`src/rtl/shiftreg_universal.sv`:
```
// Universal shift register: DEPTH stages of WIDTH bits with hold / shift right / shift left / parallel load.
// Optional rotate-select port is enabled by defining SHIFTREG_ROTATE_EN.

module shiftreg_stage #(
  parameter int WIDTH = 4
) (
  input  logic             clk,
  input  logic             clear,
  input  logic             en,
  input  logic [1:0]       mode,
  input  logic [WIDTH-1:0] from_lo,
  input  logic [WIDTH-1:0] from_hi,
  input  logic [WIDTH-1:0] load_w,
  output logic [WIDTH-1:0] q
);
  always_ff @(posedge clk) begin
    if (clear) q <= '0;
    else if (en) begin
      case (mode)
        2'b01:   q <= from_lo;
        2'b10:   q <= from_hi;
        2'b11:   q <= load_w;
        default: q <= q;
      endcase
    end
  end
endmodule

module shiftreg_universal #(
  parameter int WIDTH = 4,
  parameter int DEPTH = 4,
  localparam int FW   = $clog2(DEPTH+1)
) (
  input  logic                   clk,
  input  logic                   clear,
  input  logic                   en,
  input  logic [1:0]             mode,
  input  logic [WIDTH-1:0]       sin_r,
  input  logic [WIDTH-1:0]       sin_l,
  input  logic [DEPTH*WIDTH-1:0] pin,
`ifdef SHIFTREG_ROTATE_EN
  input  logic                   rot,
`endif
  output logic [DEPTH*WIDTH-1:0] pout,
  output logic [WIDTH-1:0]       sout_r,
  output logic [WIDTH-1:0]       sout_l,
  output logic [FW-1:0]          fill,
  output logic                   full
);
`ifndef SHIFTREG_ROTATE_EN
  logic rot;
  assign rot = 1'b0;
`endif

  logic [DEPTH-1:0][WIDTH-1:0] q;
  logic [WIDTH-1:0]            head_r, head_l;
  logic [FW-1:0]               fill_nxt;
  logic                        is_shift;

  // Rotate feeds each end from the opposite end's current word.
  assign head_r = rot ? q[DEPTH-1] : sin_r;
  assign head_l = rot ? q[0]       : sin_l;

  for (genvar i = 0; i < DEPTH; i++) begin : g_stage
    logic [WIDTH-1:0] lo, hi;
    if (i == 0) begin : g_first
      assign lo = head_r;
    end else begin : g_lo
      assign lo = q[i-1];
    end
    if (i == DEPTH-1) begin : g_last
      assign hi = head_l;
    end else begin : g_hi
      assign hi = q[i+1];
    end
    shiftreg_stage #(.WIDTH(WIDTH)) u_stage (
      .clk     (clk),
      .clear   (clear),
      .en      (en),
      .mode    (mode),
      .from_lo (lo),
      .from_hi (hi),
      .load_w  (pin[i*WIDTH +: WIDTH]),
      .q       (q[i])
    );
  end

  assign is_shift = (mode == 2'b01) || (mode == 2'b10);

  always_comb begin
    fill_nxt = fill;
    if (mode == 2'b11) fill_nxt = FW'(DEPTH);
    else if (is_shift && !rot && (fill != FW'(DEPTH))) fill_nxt = fill + FW'(1);
  end

  // full is registered alongside fill so both flip on the same edge.
  always_ff @(posedge clk) begin
    if (clear) begin
      fill <= '0;
      full <= 1'b0;
    end else if (en) begin
      fill <= fill_nxt;
      full <= (fill_nxt == FW'(DEPTH));
    end
  end

  assign pout   = q;
  assign sout_r = q[DEPTH-1];
  assign sout_l = q[0];
endmodule

```
`config.mk`:
```
export PLATFORM = sky130hd
export DESIGN_NAME = shiftreg_universal
export DESIGN_NICKNAME = d
export VERILOG_FILES = /design/src/rtl/shiftreg_universal.sv
export SDC_FILE = /design/constraint.sdc
export NUM_CORES = 1
export LEC_CHECK = 0
export CAP_MARGIN = 5
export CORE_UTILIZATION = 41
export CTS_CLUSTER_SIZE = 14
export DETAILED_ROUTE_END_ITERATION = 12
export PLACE_DENSITY = 0.9
export SLEW_MARGIN = 20
export SYNTH_ARGS = -nofsm -noshare
export SYNTH_HDL_FRONTEND = slang
export SYNTH_SLANG_ARGS = --single-unit
```
`constraint.sdc`:
```
create_clock -name clk -period 1.6 [get_ports clk]
set_input_delay 0.16 -clock clk [delete_from_list [all_inputs] [get_ports clk]]
set_output_delay 0.16 -clock clk [all_outputs]
set_load 0.01 [all_outputs]
```
Word-level counts from Yosys, hierarchy flattened
Cells that the tools add are included.
- flip-flop bits (word level): 20
- logic and storage cells: 22
- equality and inequality tests: 5
- mux-type cells: 6
- add/sub/neg operators: 1
- reduce and logical (&&, ||, !) cells: 4
- operators with widths (operator ; number):
    one-hot mux 4 bit (3 select lines) ; 4
    2-to-1 mux 3 bit ; 2
    equality test 2 bit, second input constant ; 2
    adder 3 x 1 -> 3 bit, second input constant ; 1
    equality test 3 bit, second input constant ; 1
    != test 3 bit, second input constant ; 1
    nonzero test 3 bit ; 1
    equality test 2 x 1 -> 1 bit, second input constant ; 1
    AND reduction 2 bit ; 1
    logical AND 1 bit ; 1
    logical OR 1 bit ; 1

Logic depth before layout (Yosys ltp)
- depth after elaboration: 6
- depth in mapped cells: 7
- gate-level depth less buffers: 5

Cells and area by module
From an unflattened synthesis, not the netlist that was laid out.
- cells, all modules: 130
- area, all modules: 1144.8 um2
- by module, submodules not included (module ; area each (um2) ; times used ; cells each):
    shiftreg_stage ; 203.9 ; 4 ; 23
    shiftreg_universal ; 329.1 ; 1 ; 38

Worst setup path after synthesis
Ideal clock, no wire load.
- kind: reg2reg
- start: reg fill[0]
- end: reg full
- arrival: 1.241 ns
- period minus slack after synthesis: 1.359 ns
- setup time: 0.118 ns
- stages on the path, launching flop included: 6
- slack: 0.241 ns
- buffers on the path: 0
- required time: 1.482 ns
- cell sequence: dfxtp_1 -> inv_1 -> ha_1 -> a21boi_1 -> mux2i_1 -> o21ai_1
- cells in the longest elaborated chain, start to end: 5
- elaborated cells between the ends (all ways): 6
- classes of those cells: add/sub: 1; eq/ne: 2; mux: 2; reduce/logical: 1
- ends and longest elaborated chain (item ; line ; text):
    start, declared ; 47 ; output logic [FW-1:0] fill,
    start signal, assigned ; 102 ; fill <= fill_nxt;
    branches (longest 2 deep; another with adder 3 x 1 -> 3 bit) ; n/a ;
    2-to-1 mux 3 bit (*) ; 93 ; else if (is_shift && !rot && (fill != FW'(DEPTH))) fill_nxt = fill + FW'(1);
    2-to-1 mux 3 bit (*) ; 92 ; if (mode == 2'b11) fill_nxt = FW'(DEPTH);
    equality test 3 bit (*) ; 103 ; full <= (fill_nxt == FW'(DEPTH));
    end signal, assigned ; 103 ;
    end, declared ; 48 ; output logic full
Mark *: on every way between the ends.
A chain may end at the register's enable or synchronous reset.

Worst setup path in the final report
- start: in mode[0]
- end: reg fill[2]
- cells in the longest elaborated chain, start to end: 5
- elaborated cells between the ends (all ways): 7
- classes of those cells: eq/ne: 3; mux: 2; reduce/logical: 2
- ends and longest elaborated chain (item ; line ; text):
    start, declared ; 37 ; input logic [1:0] mode,
    equality test 2 x 1 -> 1 bit / equality test 2 bit (equally long branches) ; 88 ; assign is_shift = (mode == 2'b01) || (mode == 2'b10);
    logical OR 1 bit ; 88 ;
    logical AND 1 bit ; 93 ;
    2-to-1 mux 3 bit ; 93 ;
    2-to-1 mux 3 bit (*) ; 92 ;
Mark *: on every way between the ends. The rest lies on a longest branch, timed or not.

==> impl_metrics.json <==
{
  "vias": 1275,
  "grt_remaining_overflow": 0,
  "drc_errors": 4,
  "switching_share": 0.284,
  "grt_first_pass_wirelength_mm": 5.65,
  "power_frac_clock": 0.296,
  "place_hpwl_mm": 2.59,
  "area_growth_syn_to_layout_pct": 54.6,
  "start_util": 0.437,
  "cts_setup_buffers": 0,
  "nNetsFinal": 228,
  "synth_area_leaders": "dfxtp_1, a311oi_2, a22oi_1",
  "die_y_um": 56.7,
  "ys_types": 26,
  "drive_gt1_frac": 0.176,
  "synth-seq-cells": 20,
  "comb_power_share": 0.311,
  "worst_slack_ns": 0.0953,
  "critPathSlowestCell": "clkdlybuf4s50_1",
  "wl_mm": 3.61,
  "syn_inst": 135,
  "maxCapViolCount": 0,
  "violations": "design-rule violations",
  "clock_latency_ns": 0.33,
  "p_per_area_nw_per_um2": 775,
  "async_flop_share": 0,
  "slowest_delay_ns": 0.49,
  "finClkSkew_ns": 0.0170,
  "arrival_ns": 1.70,
  "ys.flop_type": "dfxtp_1",
  "peakVddDrop_uv": 343,
  "cts-root-buf": "clkbuf_4",
  "htreeDepth": 1,
  "finalHoldViolCount": 0,
  "grt_pass1_vias": 1224,
  "synth_edf_count": 0,
  "cts.path.max_buffers": 2,
  "start_kind": "primary input",
  "worstSetupPathType": "primary input to flip-flop",
  "grt_max_degree": 33,
  "intPower_mw": 1.05,
  "cts_resized": 0,
  "rsz0062_at_grt": "false",
  "cts-buffers-inserted": 3,
  "dr.pass1.iters": 8,
  "dieArea_um2": 3210,
  "antenna_cells": 0,
  "fill_cells": 210,
  "synth_warnings": 0,
  "worst_pin_slew_ns": 0.291,
  "drt_iter0_drc": 56,
  "cts_sinks": 20,
  "path_cells": "clkdlybuf4s50_1 > inv_1 > ha_1 > buf_4 > a21o_1 > a21boi_0 > nor3_1",
  "cp_max_fo": 2,
  "required_ns": 1.80,
  "hold_slack_ns": 0.428,
  "synth_top_cell_by_area": "dfxtp_1",
  "port_buffers": 56,
  "crit_family": "buffers and inverters",
  "p_sw_uw": 416,
  "syn_avg_cell_area_um2": 9.07,
  "power.share.sequential": 0.393,
  "synth.most_common_cell": "dfxtp_1",
  "grt_usage": 0.229,
  "antenna_found_initial": 0,
  "antenna_left": 0,
  "cp-end-kind": "flip-flop",
  "seqCellArea_um2": 400,
  "clock.fmax_mhz": 665,
  "holdBufCountCts": 0,
  "vias_per_cell": 5.69,
  "ioPinCount": 57,
  "status": "finished, violations left",
  "die_x_um": 56.7,
  "min_period_over_period": 0.940,
  "place.gp.congestion": 0.761,
  "dpl_worst_slack_ns": -0.187,
  "fp-row-count": 19,
  "syn-num-nets": 169,
  "coreArea_um2": 2810,
  "path_clk_slew_ns": 0.14,
  "setup_violations": 0,
  "worst-path-buf-inv": 3,
  "hp-class": "primary input to flip-flop",
  "synth_top_area_frac": 0.327,
  "p_leak_nw": 0.705,
  "ys_seq_area_frac": 0.327,
  "multi_input_area_um2": 674,
  "ys_top_cells_by_count": "dfxtp_1, nor2_1, nand2_1, a22oi_1",
  "relSlewSlack": 0.805,
  "slew_viol_final": 0,
  "cts_tree": "built",
  "fin_crit_ns": 1.50,
  "wl_per_cell_um": 16.1,
  "syn-cell-area_um2": 1220
}
[area by class of cell]
cell class / instances / share of cell area
Clock buffer: 3 / 0.0119
Multi-Input combinational cell: 92 / 0.356
Tap cell: 31 / 0.0205
Timing Repair Buffer: 73 / 0.376
Clock inverter: 1 / 0.0159
Sequential cell: 20 / 0.211
Inverter: 4 / 0.00793
[cells in the final DEF (no fill, tap or decap), drive strengths merged]
| cell type | count |
|---|---|
| clkdlybuf4s50 | 56 |
| dfxtp | 20 |
| nor2 | 20 |
| nand2 | 17 |
| buf | 17 |
| a22oi | 16 |
| a311oi | 16 |
| ha | 5 |
| inv | 4 |
| nand4b | 3 |
| clkbuf | 3 |
| a21o | 2 |
| nor2b | 2 |
| o31ai | 2 |
| a21boi | 2 |
| and2b | 1 |
| nor3 | 1 |
| mux2i | 1 |
| nand2b | 1 |
| o21ai | 1 |
| o21a | 1 |
| nand3 | 1 |
| bufinv | 1 |
[final timing paths]
path / startpoint / to / slack, ns / cells after the start
setup / recovery: mode[0] / fill[2]$_SDFFE_PP0P_ / 0.1 / 7
hold / removal: sin_r[3] / g_stage[0].u_stage.q[3]$_SDFFE_PP0P_ / 0.43 / 3
setup reg to reg: fill[0]$_SDFFE_PP0P_ / fill[1]$_SDFFE_PP0P_ / 0.14 / 6
hold reg to reg: g_stage[2].u_stage.q[0]$_SDFFE_PP0P_ / g_stage[3].u_stage.q[0]$_SDFFE_PP0P_ / 0.52 / 2
[power by group through the flow]
| stage | clock (mW) | combinational [mW] | sequential (mW) |
|---|---|---|---|
| final | 0.434 | 0.456 | 0.577 |
| after global routing | 0.452 | 0.484 | 0.583 |
| after CTS | 0.432 | 0.456 | 0.576 |
| after detailed placement | 0 | 0.450 | 0.587 |
| after global placement | 0 | 0.432 | 0.585 |
| after floorplan | 0 | 0.209 | 0.598 |
[per-stage QoR]
stage          utilization  setup TNS [ns]  power [mW]  instance area (um2)  std cells
6_report             0.675               0        1.47                 1890        224
5_1_grt              0.675               0        1.52                 1890        224
4_1_cts              0.675               0        1.46                 1890        224
3_5_place_dp         0.657           -2.96        1.04                 1840        220
3_3_place_gp         0.657           -1.29        1.02                 1840        220
2_1_floorplan            -               0       0.807                 1220        135
[layer usage]
layer,up-vias,share of wire,track usage
met3,10,0.046,0.0323
li1,602,-,-
met1,614,0.39,0.261
met5,-,0,0
met4,0,0.027,0.125
met2,49,0.54,0.406
[tightest hold or removal path, stage by stage]
cell and delay [ns]:
clkdlybuf4s50_1 0.39, nand2_1 0.08, a311oi_2 0.09
[registers in the layout, indices dropped and copies added (netlist names)]
signal / cells
fill: 3
full: 1
g_stage.u_stage.q: 16
[logic make-up (layout without fill, tap and decap cells)]
kind of cell             Yosys count  after routing  synth area share
AO/OA/AOI/OAI                     40             40             0.321
buffers and inverters             23             81             0.123
multiplexers                       1              1           0.00817
AND/OR/NAND/NOR                   46             46             0.171
flip-flops                        20             20             0.327
adder cells (fa/ha/maj)            5              5            0.0511
Note: power is estimated with default switching activity, not from simulation.
